==> config.mk <==
export PLATFORM = sky130hd
export DESIGN_NAME = fetch_mem_arbiter_flat
export DESIGN_NICKNAME = d
export VERILOG_FILES = /design/src/rtl/fetch_mem_arbiter_pkg.sv /design/src/rtl/fetch_mem_arbiter_if.sv /design/src/rtl/fetch_mem_arbiter_starve_counter.sv /design/src/rtl/fetch_mem_arbiter.sv /design/src/flat_wrapper.sv
export SDC_FILE = /design/constraint.sdc
export NUM_CORES = 1
export LEC_CHECK = 0
export ABC_CLOCK_PERIOD_IN_PS = 5700
export CAP_MARGIN = 25
export CORE_MARGIN = 2
export CORE_UTILIZATION = 32
export CTS_CLUSTER_SIZE = 20
export DETAILED_ROUTE_END_ITERATION = 12
export RECOVER_POWER = 25
export SLEW_MARGIN = 40
export SYNTH_ARGS = -nofsm -noshare
export SYNTH_HDL_FRONTEND = slang
export SYNTH_SLANG_ARGS = --single-unit
==> constraint.sdc <==
create_clock -name clk -period 5.7 [get_ports clk]
set_clock_uncertainty 0.2 [all_clocks]
set_input_delay 1.14 -clock clk [delete_from_list [all_inputs] [get_ports clk]]
set_output_delay 1.14 -clock clk [all_outputs]
set_load 0.05 [all_outputs]
==> src/rtl/fetch_mem_arbiter_pkg.sv <==
// fetch_mem_arbiter_pkg
//   Shared constants and types for the fetch/data SRAM arbiter.
//   DEF_WORD_LEN     : address/data width default
//   DEF_STARVE_LIMIT : data grants in a row (with fetch waiting) before fetch wins
//   arb_state_e      : 3-bit arbiter state encoding
package fetch_mem_arbiter_pkg;

    localparam int DEF_WORD_LEN     = 32;
    localparam int DEF_STARVE_LIMIT = 4;

    typedef enum logic [2:0] {
        ST_IDLE   = 3'd0,
        ST_BUSY_I = 3'd1,
        ST_BUSY_D = 3'd2,
        ST_DONE_I = 3'd3,
        ST_DONE_D = 3'd4
    } arb_state_e;

    // Bits needed to hold 0..limit inclusive.
    function automatic int cnt_width(input int limit);
        return (limit < 1) ? 1 : $clog2(limit + 1);
    endfunction

endpackage

==> src/rtl/fetch_mem_arbiter_if.sv <==
// fetch_mem_arbiter_if
//   Bundles the fetch requester, data requester and SRAM handshake signals.
//   slave  : arbiter view (takes requests and SRAM responses, drives grants)
//   master : environment view (requesters plus SRAM model)
//   Fetch : ifReq, ifAddr -> ifInstr, ifReady, freezeIF
//   Data  : dRead, dWrite, dAddr, dWdata -> dRdata, dReady, freezePipe
//   SRAM  : sramReq, sramWe, sramAddr, sramWdata <- sramRdata, sramAck
interface fetch_mem_arbiter_if
    import fetch_mem_arbiter_pkg::*;
#(
    parameter int WORD_LEN = DEF_WORD_LEN
);
    logic                ifReq;
    logic [WORD_LEN-1:0] ifAddr;
    logic [WORD_LEN-1:0] ifInstr;
    logic                ifReady;
    logic                dRead;
    logic                dWrite;
    logic [WORD_LEN-1:0] dAddr;
    logic [WORD_LEN-1:0] dWdata;
    logic [WORD_LEN-1:0] dRdata;
    logic                dReady;
    logic                freezeIF;
    logic                freezePipe;
    logic                sramReq;
    logic                sramWe;
    logic [WORD_LEN-1:0] sramAddr;
    logic [WORD_LEN-1:0] sramWdata;
    logic [WORD_LEN-1:0] sramRdata;
    logic                sramAck;

    modport slave (
        input  ifReq, ifAddr, dRead, dWrite, dAddr, dWdata, sramRdata, sramAck,
        output ifInstr, ifReady, dRdata, dReady, freezeIF, freezePipe,
               sramReq, sramWe, sramAddr, sramWdata
    );

    modport master (
        output ifReq, ifAddr, dRead, dWrite, dAddr, dWdata, sramRdata, sramAck,
        input  ifInstr, ifReady, dRdata, dReady, freezeIF, freezePipe,
               sramReq, sramWe, sramAddr, sramWdata
    );

endinterface

==> src/rtl/fetch_mem_arbiter_starve_counter.sv <==
// fetch_mem_arbiter_starve_counter
//   Saturating up-counter tracking how many data grants fetch has waited through.
//   clk, rst : clock, async active-high reset
//   inc_i    : count one more data grant (saturates at LIMIT)
//   clr_i    : fetch was granted; restart from zero (wins over inc_i)
//   full_o   : count has reached LIMIT
module fetch_mem_arbiter_starve_counter
    import fetch_mem_arbiter_pkg::*;
#(
    parameter int LIMIT = DEF_STARVE_LIMIT
) (
    input  logic clk,
    input  logic rst,
    input  logic inc_i,
    input  logic clr_i,
    output logic full_o
);
    localparam int CW = cnt_width(LIMIT);

    logic [CW-1:0] cnt_q, cnt_d;

    assign full_o = (cnt_q == CW'(LIMIT));

    always_comb begin
        cnt_d = cnt_q;
        if (clr_i) begin
            cnt_d = '0;
        end else if (inc_i && !full_o) begin
            cnt_d = cnt_q + CW'(1);
        end
    end

    always_ff @(posedge clk or posedge rst) begin
        if (rst) begin
            cnt_q <= '0;
        end else begin
            cnt_q <= cnt_d;
        end
    end

endmodule

==> src/rtl/fetch_mem_arbiter.sv <==
// fetch_mem_arbiter
//   Shares one single-ported SRAM between instruction fetch and MEM-stage
//   loads/stores. Data wins arbitration unless fetch has been passed over
//   STARVE_LIMIT times in a row. Each access is IDLE -> BUSY -> DONE, so at
//   most one access completes every three cycles.
//   clk, rst : clock, async active-high reset
//   bus      : fetch/data requesters and SRAM handshake (slave modport)
//
//   state     | meaning
//   ----------+------------------------------------------------------
//   ST_IDLE   | no access in flight; arbitrate at the next edge
//   ST_BUSY_I | SRAM read for fetch outstanding, waiting for sramAck
//   ST_BUSY_D | SRAM load/store outstanding, waiting for sramAck
//   ST_DONE_I | ifReady pulse cycle
//   ST_DONE_D | dReady pulse cycle
module fetch_mem_arbiter
    import fetch_mem_arbiter_pkg::*;
#(
    parameter int WORD_LEN     = DEF_WORD_LEN,
    parameter int STARVE_LIMIT = DEF_STARVE_LIMIT
) (
    input  logic               clk,
    input  logic               rst,
    fetch_mem_arbiter_if.slave bus
);
    arb_state_e          state_q, state_d;
    logic                sram_req_q, sram_req_d;
    logic                sram_we_q, sram_we_d;
    logic [WORD_LEN-1:0] sram_addr_q, sram_addr_d;
    logic [WORD_LEN-1:0] sram_wdata_q, sram_wdata_d;
    logic [WORD_LEN-1:0] if_instr_q, if_instr_d;
    logic [WORD_LEN-1:0] d_rdata_q, d_rdata_d;
    logic                if_ready_q, if_ready_d;
    logic                d_ready_q, d_ready_d;

    logic d_req;
    logic starve_full;
    logic grant_d;
    logic grant_i;

    assign d_req   = bus.dRead | bus.dWrite;
    // Fetch only overrides a pending data request once it has been starved.
    assign grant_d = (state_q == ST_IDLE) && d_req && !(bus.ifReq && starve_full);
    assign grant_i = (state_q == ST_IDLE) && bus.ifReq && !grant_d;

    fetch_mem_arbiter_starve_counter #(
        .LIMIT (STARVE_LIMIT)
    ) u_starve (
        .clk    (clk),
        .rst    (rst),
        .inc_i  (grant_d & bus.ifReq),
        .clr_i  (grant_i),
        .full_o (starve_full)
    );

    always_comb begin
        state_d      = state_q;
        sram_req_d   = sram_req_q;
        sram_we_d    = sram_we_q;
        sram_addr_d  = sram_addr_q;
        sram_wdata_d = sram_wdata_q;
        if_instr_d   = if_instr_q;
        d_rdata_d    = d_rdata_q;
        if_ready_d   = 1'b0;
        d_ready_d    = 1'b0;

        unique case (state_q)
            ST_IDLE: begin
                if (grant_d) begin
                    state_d      = ST_BUSY_D;
                    sram_req_d   = 1'b1;
                    sram_we_d    = bus.dWrite;   // read+write together counts as a write
                    sram_addr_d  = bus.dAddr;
                    sram_wdata_d = bus.dWdata;
                end else if (grant_i) begin
                    state_d     = ST_BUSY_I;
                    sram_req_d  = 1'b1;
                    sram_we_d   = 1'b0;
                    sram_addr_d = bus.ifAddr;
                end
            end
            ST_BUSY_I: begin
                if (bus.sramAck) begin
                    state_d    = ST_DONE_I;
                    sram_req_d = 1'b0;
                    if_instr_d = bus.sramRdata;
                    if_ready_d = 1'b1;
                end
            end
            ST_BUSY_D: begin
                if (bus.sramAck) begin
                    state_d    = ST_DONE_D;
                    sram_req_d = 1'b0;
                    if (!sram_we_q) begin
                        d_rdata_d = bus.sramRdata;
                    end
                    d_ready_d = 1'b1;
                end
            end
            ST_DONE_I, ST_DONE_D: begin
                // Requesters update at the DONE edge, so always take an IDLE bubble.
                state_d = ST_IDLE;
            end
            default: begin
                state_d = ST_IDLE;
            end
        endcase
    end

    always_ff @(posedge clk or posedge rst) begin
        if (rst) begin
            state_q      <= ST_IDLE;
            sram_req_q   <= 1'b0;
            sram_we_q    <= 1'b0;
            sram_addr_q  <= '0;
            sram_wdata_q <= '0;
            if_instr_q   <= '0;
            d_rdata_q    <= '0;
            if_ready_q   <= 1'b0;
            d_ready_q    <= 1'b0;
        end else begin
            state_q      <= state_d;
            sram_req_q   <= sram_req_d;
            sram_we_q    <= sram_we_d;
            sram_addr_q  <= sram_addr_d;
            sram_wdata_q <= sram_wdata_d;
            if_instr_q   <= if_instr_d;
            d_rdata_q    <= d_rdata_d;
            if_ready_q   <= if_ready_d;
            d_ready_q    <= d_ready_d;
        end
    end

    assign bus.sramReq    = sram_req_q;
    assign bus.sramWe     = sram_we_q;
    assign bus.sramAddr   = sram_addr_q;
    assign bus.sramWdata  = sram_wdata_q;
    assign bus.ifInstr    = if_instr_q;
    assign bus.ifReady    = if_ready_q;
    assign bus.dRdata     = d_rdata_q;
    assign bus.dReady     = d_ready_q;
    assign bus.freezeIF   = bus.ifReq & ~if_ready_q;
    assign bus.freezePipe = d_req & ~d_ready_q;

endmodule

==> src/flat_wrapper.sv <==
// flat-port wrapper written by rule: the top's interface ports become plain ports
module fetch_mem_arbiter_flat import fetch_mem_arbiter_pkg::*;
#(
    parameter int WORD_LEN     = DEF_WORD_LEN,
    parameter int STARVE_LIMIT = DEF_STARVE_LIMIT
)
  (clk, rst, bus_ifReq, bus_ifAddr, bus_dRead, bus_dWrite, bus_dAddr, bus_dWdata, bus_sramRdata, bus_sramAck, bus_ifInstr, bus_ifReady, bus_dRdata, bus_dReady, bus_freezeIF, bus_freezePipe, bus_sramReq, bus_sramWe, bus_sramAddr, bus_sramWdata);
  fetch_mem_arbiter_if #(.WORD_LEN(WORD_LEN)) bus_i ();
  input  logic clk;
  input  logic rst;
  input wire logic [$bits(bus_i.ifReq)-1:0] bus_ifReq;
  input wire logic [$bits(bus_i.ifAddr)-1:0] bus_ifAddr;
  input wire logic [$bits(bus_i.dRead)-1:0] bus_dRead;
  input wire logic [$bits(bus_i.dWrite)-1:0] bus_dWrite;
  input wire logic [$bits(bus_i.dAddr)-1:0] bus_dAddr;
  input wire logic [$bits(bus_i.dWdata)-1:0] bus_dWdata;
  input wire logic [$bits(bus_i.sramRdata)-1:0] bus_sramRdata;
  input wire logic [$bits(bus_i.sramAck)-1:0] bus_sramAck;
  output wire logic [$bits(bus_i.ifInstr)-1:0] bus_ifInstr;
  output wire logic [$bits(bus_i.ifReady)-1:0] bus_ifReady;
  output wire logic [$bits(bus_i.dRdata)-1:0] bus_dRdata;
  output wire logic [$bits(bus_i.dReady)-1:0] bus_dReady;
  output wire logic [$bits(bus_i.freezeIF)-1:0] bus_freezeIF;
  output wire logic [$bits(bus_i.freezePipe)-1:0] bus_freezePipe;
  output wire logic [$bits(bus_i.sramReq)-1:0] bus_sramReq;
  output wire logic [$bits(bus_i.sramWe)-1:0] bus_sramWe;
  output wire logic [$bits(bus_i.sramAddr)-1:0] bus_sramAddr;
  output wire logic [$bits(bus_i.sramWdata)-1:0] bus_sramWdata;
  assign bus_i.ifReq = bus_ifReq;
  assign bus_i.ifAddr = bus_ifAddr;
  assign bus_i.dRead = bus_dRead;
  assign bus_i.dWrite = bus_dWrite;
  assign bus_i.dAddr = bus_dAddr;
  assign bus_i.dWdata = bus_dWdata;
  assign bus_i.sramRdata = bus_sramRdata;
  assign bus_i.sramAck = bus_sramAck;
  assign bus_ifInstr = bus_i.ifInstr;
  assign bus_ifReady = bus_i.ifReady;
  assign bus_dRdata = bus_i.dRdata;
  assign bus_dReady = bus_i.dReady;
  assign bus_freezeIF = bus_i.freezeIF;
  assign bus_freezePipe = bus_i.freezePipe;
  assign bus_sramReq = bus_i.sramReq;
  assign bus_sramWe = bus_i.sramWe;
  assign bus_sramAddr = bus_i.sramAddr;
  assign bus_sramWdata = bus_i.sramWdata;
  fetch_mem_arbiter #(.WORD_LEN(WORD_LEN), .STARVE_LIMIT(STARVE_LIMIT)) u_core (.clk(clk), .rst(rst), .bus(bus_i));
endmodule
==> summary.md, run 1 <==
| Metric | Value |
|---|---|
| Post-DRT Antenna Nets | 0 |
| Max stage delay on crit path | 850 ps |
| Via Count | 4356 |
| Clk Latency, worst-skew pair | 410 ps |
| Routed wire length | 15.7 mm |
| Critical path class | in2out |
| Setup bufs post-CTS | 0 |
| Die height | 138 um |
| Row cnt | 48 |
| Overall power | 6.57 mW |
| R2r startpoint | u_core.state_q[0] |
| Cell mode on critical path | clkdlybuf4s50_1 |
| # DRC | 0 |
| Vias per cell | 4.64 |
| Hold path endpoint | u_core.bus.sramWdata[7] |
| Syn_nets | 566 |
| R2R depth | 4 |
| Total negative slack | 0 ps |
| Crit path DAT | 3010 ps |
| Cell variety after synth | 36 |
| CTS Hold Bufs | 0 |
| Synth warnings | 0 |
| Final setup viols | 0 |
| Rel. slew slack | -0.543 |
| Chip width | 138 um |
| DP Worst Slack | 1360 ps |
| DPL Wire Length | 11.0 mm |
| CTS resizes | 0 |
| HP Class | reg2reg |
| Endpoints failing hold | 0 |
| 1st-iter DRT viols | 273 |
| Synthesis-to-layout area growth | 60.5% |
| Max Freq | 230 MHz |
| Post-synth design cell area | 5740 um2 |
| Final Cycle Share | 0.763 |
| Flops & latches, synth | 138 |
| Leakage | 4.14 nW |
| Hold_ws | 285 ps |
| Cells along the critical path | clkdlybuf4s50_1 -> or2_1 -> nor2b_1 -> clkdlybuf4s50_1 |
| Outcome | complete, but fails checks |
| Port Buffers | 267 |
| Layout fillers | 1486 |
| CP required | 4360 ps |
| RSZ-0062 raised after global routing | no |
| Ports | 268 |
| Critical Path Sink Type | output port |
| Power per cell area | 713 nW/um2 |
| CTS Buffer Depth | 2 |
| Share of cells above drive strength 1 | 0.194 |
| Sequential area share after synthesis | 0.602 |
| CTS tree | yes |
| Initial antenna violation count | 1 |
| DR pass1 iterations | 7 |
| Grt ovf | 0 |
| Worst min-delay path startpoint | u_core.bus.sramWdata[7] |
| Slowest-stage cell, CP | clkdlybuf4s50_1 |
| GP Congestion | 0.712 |
| RR Endpoint | u_core.bus.sramWdata[1] |
| Fin nets | 836 |
| Gate count after technology mapping | 430 |
| Placeable Area | 17400 um2 |
| Maximum vdd drop | 0.346 mV |
| Sink Count | 138 |
| First-pass GRT wire length | 24.2 mm |
| CTS Buf Count | 17 |
| Crit start category | input pin |
| Vias in the first global route | 4675 |
| CTS root buf | clkbuf_16 |
| Pin count of the biggest net entering global routing | 110 |
| CTS H-Tree Depth | 4 |
| Starting Density | 0.329 |
| Worst Tran Pin Value | 2310 ps |
| Critical path origin | bus_dWrite |
| Core Util, Final | 0.529 |
| Tot GR Track Use | 0.168 |
| Crit-path max FO | 8 |
| Final worst path period need | 4350 ps |
| Worst-path clk slew | 60 ps |
| Mapped Avg Cell Area | 13.3 um2 |
| Max cap viols | 1 |
| Cell depth of the worst hold path | 1 |
| Flop2flop setup slack | 3440 ps |
| Max Transition Viols Final | 110 |
| DR WL/cell | 16.7 um |
| Failing checks | capacitance limit, slew limit |
| Die area | 19000 um2 |
| Min setup slack post-route | 1350 ps |
registers in the layout, summed over array words and instances, names as in the netlist:
name and flops:
u_core.state_q 3, u_core.bus.ifInstr 32, u_core.bus.sramAddr 32, u_core.bus.sramWdata 32
u_core.bus.ifReady 1, u_core.u_starve.cnt_q 3, u_core.bus.sramReq 1, u_core.bus.dReady 1
u_core.bus.dRdata 32, u_core.bus.sramWe 1
synthesized netlist by cell type, drive strengths merged:
cell,count,share of area
inv,102,0.067
a2bb2oi,1,0.0015
dfrtp,138,0.60
nor3,3,0.0055
nand3,3,0.0026
nor3b,2,0.0026
o2bb2ai,1,0.0015
o221ai,1,0.0015
a21oi,5,0.0063
nand4,1,0.0011
a21o,2,0.0026
mux2,96,0.19
a222oi,32,0.056
nor2,2,0.0013
and3,1,0.0020
o22ai,1,0.0011
ha,2,0.0044
nor2b,2,0.0022
nand2,3,0.0020
buf,19,0.029
mux2i,1,0.0017
clkbuf,3,0.0020
nor4b,2,0.0057
o21ai,3,0.0026
or2,1,0.0011
a221o,1,0.0017
nand2b,1,0.0024
or4b,1,0.0024
cell type report:
| cell class | instances | area [um2] | share of cell area |
|---|---|---|---|
| sequential | 138 | 3450 | 0.375 |
| timing repair buffer | 273 | 2740 | 0.297 |
| multi-input combinational | 168 | 1720 | 0.187 |
| clock buffer | 18 | 439 | 0.0477 |
| inverter | 102 | 387 | 0.0420 |
| tap | 225 | 282 | 0.0306 |
| clock inverter | 14 | 185 | 0.0201 |
| antenna | 1 | 2.50 | 0.000272 |
cell families after synthesis:
group                      count (synthesis)  synth area share
and+or+nand+nor                           22            0.0308
AOI/OAI and AO/OA                         47            0.0748
buffers and inverters                    124            0.0979
DFF                                      138             0.602
adders and majority gates                  2           0.00436
muxes                                     97             0.190
critical path: cells and delay by family:
kind	cells	cell delay, ps
buf+inv	2	1370
simple gates	2	500
metrics by stage:
step	cell area [um2]	std cells
CTS	9200	937
floorplan	5740	430
finish	9210	939
global placement	8560	904
detailed placement	8570	905
global route	9210	938
report_power, final:
part | leakage, nW | internal, mW | switching, mW
registers | 1.62 | 1.47 | 0.276
logic | 2.22 | 1.35 | 2.32
clock network | 0.296 | 0.710 | 0.445
per-layer routing:
layer  vias up  GRT usage  wire length [um]
met3        21     0.0950              2170
met1      2113      0.180              5630
met2       211      0.281              7700
met4         0     0.0527               230
li1       2011          -                 -
met5         -          0                 0
cells in the final DEF, fill, tap and decap left out, types with 2 or more instances in the layout:
cell	n
a222oi_1	32
a21oi_1	4
dlygate4sd3_1	2
clkinvlp_4	4
inv_1	101
ha_1	2
nor2b_1	2
nor3b_1	2
dfrtp_1	138
nor2_1	2
bufinv_16	3
nand2_1	3
o21ai_0	2
nor3_4	2
clkbuf_16	17
clkinv_4	3
inv_6	4
clkdlybuf4s50_1	265
mux2_2	92
mux2_1	4
nand3_1	3
buf_4	4
a21o_1	2
how the worst max path moves through the flow:
stage,end,slack (ps),cells after the start
finish,bus_freezePipe,1350,4
global route,bus_freezePipe,1210,4
CTS,bus_freezePipe,1330,4
detailed placement,bus_freezePipe,1360,4
global placement,bus_freezePipe,1350,4
floorplan,u_core.bus.dRdata[0],660,1
Note: power is estimated with default switching activity, not from simulation.
==> run 2, diff against run 1 <==
Settings changed: ABC_CLOCK_PERIOD_IN_PS 5700 to 3800, PLACE_DENSITY set to 0.67.
Clock period 5.7 ns to 3.8 ns, I/O delays scaled along.
==> summary.md, run 2 (same netlist as run 1, synthesis figures left out) <==
| Metric | Value |
|---|---|
| Outcome | complete, no violations |
| CTS Buf Count | 17 (unchanged) |
| Leakage | 4.16 nW (+0.56%) |
| Synthesis-to-layout area growth | 60.8% |
| First-pass GRT wire length | 24.1 mm (-0.17%) |
| CTS tree | yes |
| Crit-path max FO | 2 (-6) |
| Total negative slack | 0 ps (unchanged) |
| Pin count of the biggest net entering global routing | 61 (-45%) |
| Power per cell area | 1080 nW/um2 (+51%) |
| Storage element area | 3450 um2 (unchanged) |
| Initial antenna violation count | 1 (unchanged) |
| Ports | 268 (unchanged) |
| Vias per cell | 4.69 (+1.0%) |
| Final Cycle Share | 0.830 |
| CTS root buf | clkbuf_16 |
| Cell depth of the worst hold path | 1 (unchanged) |
| Hold_ws | 286 ps (+0.495 ps) |
| Setup bufs post-CTS | 0 (unchanged) |
| Endpoints failing hold | 0 (unchanged) |
| CP required | 2840 ps (-1520 ps) |
| Multi-input gate area | 1720 um2 (unchanged) |
| CTS Buffer Depth | 2 (unchanged) |
| Share of cells above drive strength 1 | 0.196 (+0.00198) |
| Crit start category | input pin |
| Vias in the first global route | 4802 (+2.7%) |
| Max cap viols | 0 (-1) |
| # DRC | 0 (unchanged) |
| Worst-path clk slew | 60 ps (about the same) |
| Chip width | 138 um (unchanged) |
| Tot GR Track Use | 0.167 (-0.000640) |
| DR pass1 iterations | 7 (unchanged) |
| Row cnt | 48 (unchanged) |
| Via Count | 4411 (+1.3%) |
| R2R depth | 4 (unchanged) |
| Placeable Area | 17400 um2 (unchanged) |
| GP Congestion | 0.755 (+6.1%) |
| Starting Density | 0.329 (unchanged) |
| Non-filler instance count after layout | 941 (+0.21%) |
| Fin nets | 840 (+0.48%) |
| 1st-iter DRT viols | 249 (-8.8%) |
| Post-DRT Antenna Nets | 0 (unchanged) |
| CTS H-Tree Depth | 4 (unchanged) |
| Critical Path Sink Type | output port |
| Port Buffers | 267 (unchanged) |
| Grt ovf | 0 (unchanged) |
| Most used cells in the layout excluding fill and tap cells | clkdlybuf4s50_1, dfrtp_1, inv_1 |
| RSZ-0062 raised after global routing | no |
| Post-placement cell count | 909 (+0.44%) |
| Final setup viols | 0 (unchanged) |
| CTS resizes | 0 (unchanged) |
| Core Util, Final | 0.530 (+0.000863) |
| Rel. slew slack | 0.0452 (+0.588) |
| Sink Count | 138 (unchanged) |
| Overall power | 9.94 mW (+51%) |
| Critical path class | in2out |
| Die height | 138 um (unchanged) |
| Layout fillers | 1497 (+0.74%) |
| DPL Wire Length | 11.4 mm (+3.3%) |
| Inserted Diodes | 0 (-1) |
| Max Transition Viols Final | 0 (-100%) |
| DR WL/cell | 16.9 um (+0.80%) |
| Max Freq | 317 MHz |
| Routed wire length | 15.9 mm (+1.0%) |
| Final worst path period need | 3150 ps |
| Maximum vdd drop | 0.580 mV (+68%) |
| Crit path DAT | 2190 ps (-820 ps) |
| Clk Latency, worst-skew pair | 410 ps (about the same) |
| Commonest non-fill, non-tap cell in the layout | clkdlybuf4s50_1 |
| CTS Hold Bufs | 0 (unchanged) |
| Die area | 19000 um2 (unchanged) |
| Worst Tran Pin Value | 1430 ps (-882 ps) |
| HP Class | reg2reg |
==> run 2: cell types whose count changed in the layout (fill, tap and decap cells not counted), sizes merged <==
cell,before,now
clkbuf,18,21
clkinv,3,2
clkdlybuf4s50,265,263
dlygate4sd3,2,3
diode,1,0
clkinvlp,4,3
buf,6,8
bufinv,3,5
inv,106,105
==> run 2: cell type report <==
cell class / instances / share of cell area
inverters: 102 / 0.0416
clock inverters: 13 / 0.0235
well taps: 225 / 0.0305
flip-flops and latches: 138 / 0.374
repair buffers: 277 / 0.297
clock buffers: 18 / 0.0465
multi-input cells: 168 / 0.187
==> run 2: worst paths after layout <==
| check | startpoint | end | slack (ps) |
|---|---|---|---|
| worst max register to register | u_core.state_q[0] | u_core.bus.sramAddr[23] | 1570 |
| min in group asynchronous | rst | u_core.bus.sramWe | 620 |
| worst max-delay path | bus_ifReq | bus_freezeIF | 650 |
| worst min-delay path | u_core.bus.sramWdata[15] | u_core.bus.sramWdata[15] | 290 |
| max in group asynchronous | rst | u_core.bus.ifInstr[27] | 1060 |
| worst min register to register | u_core.bus.sramWdata[15] | u_core.bus.sramWdata[15] | 290 |
==> run 2: worst max-delay path: stages <==
cell and delay (ps):
clkdlybuf4s50_1 480, nor2b_1 140, clkdlybuf4s50_1 820
==> run 2: metal layers <==
metal  share of wire  track usage  up-vias
met5         0.00069            0        -
met4           0.019       0.0635        2
met3            0.12       0.0779       24
met2            0.50        0.295      222
met1            0.36        0.172     2148
li1                -            -     2015
==> run 2: report_power, final <==
part	total, mW	switching, mW	internal [mW]
Sequential	2.62	0.423	2.20
Clock	1.82	0.646	1.17
Combinational	5.50	3.48	2.01
==> run 2: per-stage QoR <==
step	worst slack, ps	cell area, um2
after floorplan	1120	5740
after global placement	666	8620
after detailed placement	670	8620
after CTS	648	9260
after global routing	579	9230
final	646	9230
==> run 3, diff against run 2 <==
Settings changed: ABC_CLOCK_PERIOD_IN_PS 3800 to 3100, PLACE_DENSITY 0.67 to unset.
Clock period 3.8 ns to 3.1 ns, I/O delays scaled along.
==> summary.md, run 3 (same netlist as run 1, synthesis figures left out) <==
| Metric | Value |
|---|---|
| Outcome | complete, no violations |
| CTS root buf | clkbuf_16 |
| Worst min-delay path startpoint | u_core.bus.sramWdata[14] |
| Sink Count | 138 (unchanged) |
| Final worst path period need | 2740 ps |
| Rel. slew slack | 0.310 (+0.265) |
| Switching part of the total power | 0.457 (-0.00142) |
| Hold_ws | 285 ps (-0.773 ps) |
| Placeable Area | 17400 um2 (unchanged) |
| CTS tree | yes |
| Worst-path clk slew | 60 ps (about the same) |
| Setup bufs post-CTS | 0 (unchanged) |
| Clk Latency, worst-skew pair | 400 ps (about the same) |
| Maximum vdd drop | 0.763 mV (+32%) |
| Crit path DAT | 1920 ps (-270 ps) |
| Die area | 19000 um2 (unchanged) |
| Initial antenna violation count | 1 (unchanged) |
| Routed wire length | 16.0 mm (+0.62%) |
| Port Buffers | 267 (unchanged) |
| Net Switching | 5.51 mW (+21%) |
| CTS Buffer Depth | 2 (unchanged) |
| CTS resizes | 0 (unchanged) |
| Final setup viols | 0 (unchanged) |
| Synthesis-to-layout area growth | 61.0% |
| Max Transition Viols Final | 0 (unchanged) |
| Core Util, Final | 0.530 (+0.000574) |
| Crit start category | input pin |
| # DRC | 0 (unchanged) |
| Max Freq | 365 MHz |
| Cell depth of the worst hold path | 1 (unchanged) |
| Post-DRT Antenna Nets | 0 (unchanged) |
| Via Count | 4382 (-0.66%) |
| Most used cells in the layout excluding fill and tap cells | clkdlybuf4s50_1, dfrtp_1, inv_1 |
| DR WL/cell | 17.0 um (+0.62%) |
| Clk pwr share | 0.172 (-0.011) |
| Fin nets | 840 (unchanged) |
| GP Congestion | 0.736 (-2.5%) |
| Worst Tran Pin Value | 1030 ps (-397 ps) |
| Grt ovf | 0 (unchanged) |
| Die height | 138 um (unchanged) |
| Starting Density | 0.329 (unchanged) |
| Commonest non-fill, non-tap cell in the layout | clkdlybuf4s50_1 |
| Final Cycle Share | 0.885 |
| Ports | 268 (unchanged) |
| CTS Buf Count | 17 (unchanged) |
| DPL Wire Length | 11.8 mm (+3.1%) |
| Vias per cell | 4.66 (-0.66%) |
| R2R depth | 4 (unchanged) |
| Multi-input gate area | 1710 um2 (-0.65%) |
| Critical path class | in2out |
| Max cap viols | 0 (unchanged) |
| Chip width | 138 um (unchanged) |
| Share of cells above drive strength 1 | 0.191 (-0.00419) |
| RR Endpoint | u_core.bus.sramWdata[6] |
| Comb pwr share | 0.562 (+0.009) |
| Crit-path max FO | 8 (+6) |
| Vias in the first global route | 4817 (+0.31%) |
| Critical Path Sink Type | output port |
| Flop pwr share | 0.266 (+0.002) |
| Storage element area | 3450 um2 (unchanged) |
| Endpoints failing hold | 0 (unchanged) |
| Pin count of the biggest net entering global routing | 75 (+23%) |
| DR pass1 iterations | 6 (-1) |
| Int Pwr | 6.56 mW (+22%) |
| CTS H-Tree Depth | 4 (unchanged) |
| First-pass GRT wire length | 24.8 mm (+2.9%) |
| Inserted Diodes | 0 (unchanged) |
| CP required | 2280 ps (-560 ps) |
| Row cnt | 48 (unchanged) |
| Flop2flop setup slack | 700 ps (-870 ps) |
| RSZ-0062 raised after global routing | no |
| CTS Hold Bufs | 0 (unchanged) |
| HP Class | reg2reg |
| Leakage | 4.16 nW (about the same) |
| 1st-iter DRT viols | 192 (-23%) |
| Power per cell area | 1310 nW/um2 (+21%) |
| Layout fillers | 1519 (+1.5%) |
| Tot GR Track Use | 0.172 (+0.00458) |
| R2r startpoint | u_core.state_q[1] |
| Hold path endpoint | u_core.bus.sramWdata[14] |
| Total negative slack | 0 ps (unchanged) |
run 3: cell count changes in the layout (fill, tap and decap cells not counted), sizes merged:
cell and change:
clkinvlp -1, inv -4, bufinv -2, clkdlybuf4s50 -1, clkbuf +8
run 3: cell type report:
class	instances	share of cell area
clock buffer	25	0.0537
clock inverter	6	0.0121
inverter	102	0.0416
multi-input combinational	168	0.185
sequential	138	0.374
tap	225	0.0305
timing repair buffer	277	0.303
run 3: through the flow:
step	std cells	cell area, um2	setup slack [ps]	power, mW
final	941	9240	357	12.1
after global routing	941	9240	191	12.7
after CTS	941	9290	363	12.3
after detailed placement	910	8680	292	10.1
after global placement	910	8680	333	9.99
after floorplan	430	5740	559	7.74
run 3: how the worst max path moves through the flow:
| stage | from | to | slack (ps) |
|---|---|---|---|
| floorplan | rst | u_core.bus.dRdata[0] | 560 |
| global placement | bus_dWrite | u_core.bus.sramWdata[4] | 330 |
| detailed placement | bus_dWrite | u_core.bus.sramWdata[5] | 290 |
| CTS | bus_dWrite | bus_freezePipe | 360 |
| global route | rst | u_core.bus.dRdata[6] | 190 |
| finish | bus_dWrite | bus_freezePipe | 360 |
run 3: routing by layer:
layer / up-vias / GRT usage / share of wire
li1: 2010 / - / -
met1: 2151 / 0.184 / 0.36
met2: 203 / 0.299 / 0.51
met3: 16 / 0.0804 / 0.12
met4: 2 / 0.0567 / 0.014
met5: - / 0 / 0.00069
run 3: power by group through the flow:
stage	Clock [mW]	Combinational [mW]	Sequential, mW
2_1_floorplan	0	1.59	6.15
3_3_place_gp	0	6.78	3.22
3_5_place_dp	0	6.86	3.25
4_1_cts	2.14	6.87	3.24
5_1_grt	2.22	7.12	3.34
6_report	2.07	6.78	3.22
run 3: worst max-delay path: stages:
cell	delay [ps]
clkdlybuf4s50_1	520
or2_1	320
nor2b_1	280
buf_12	180
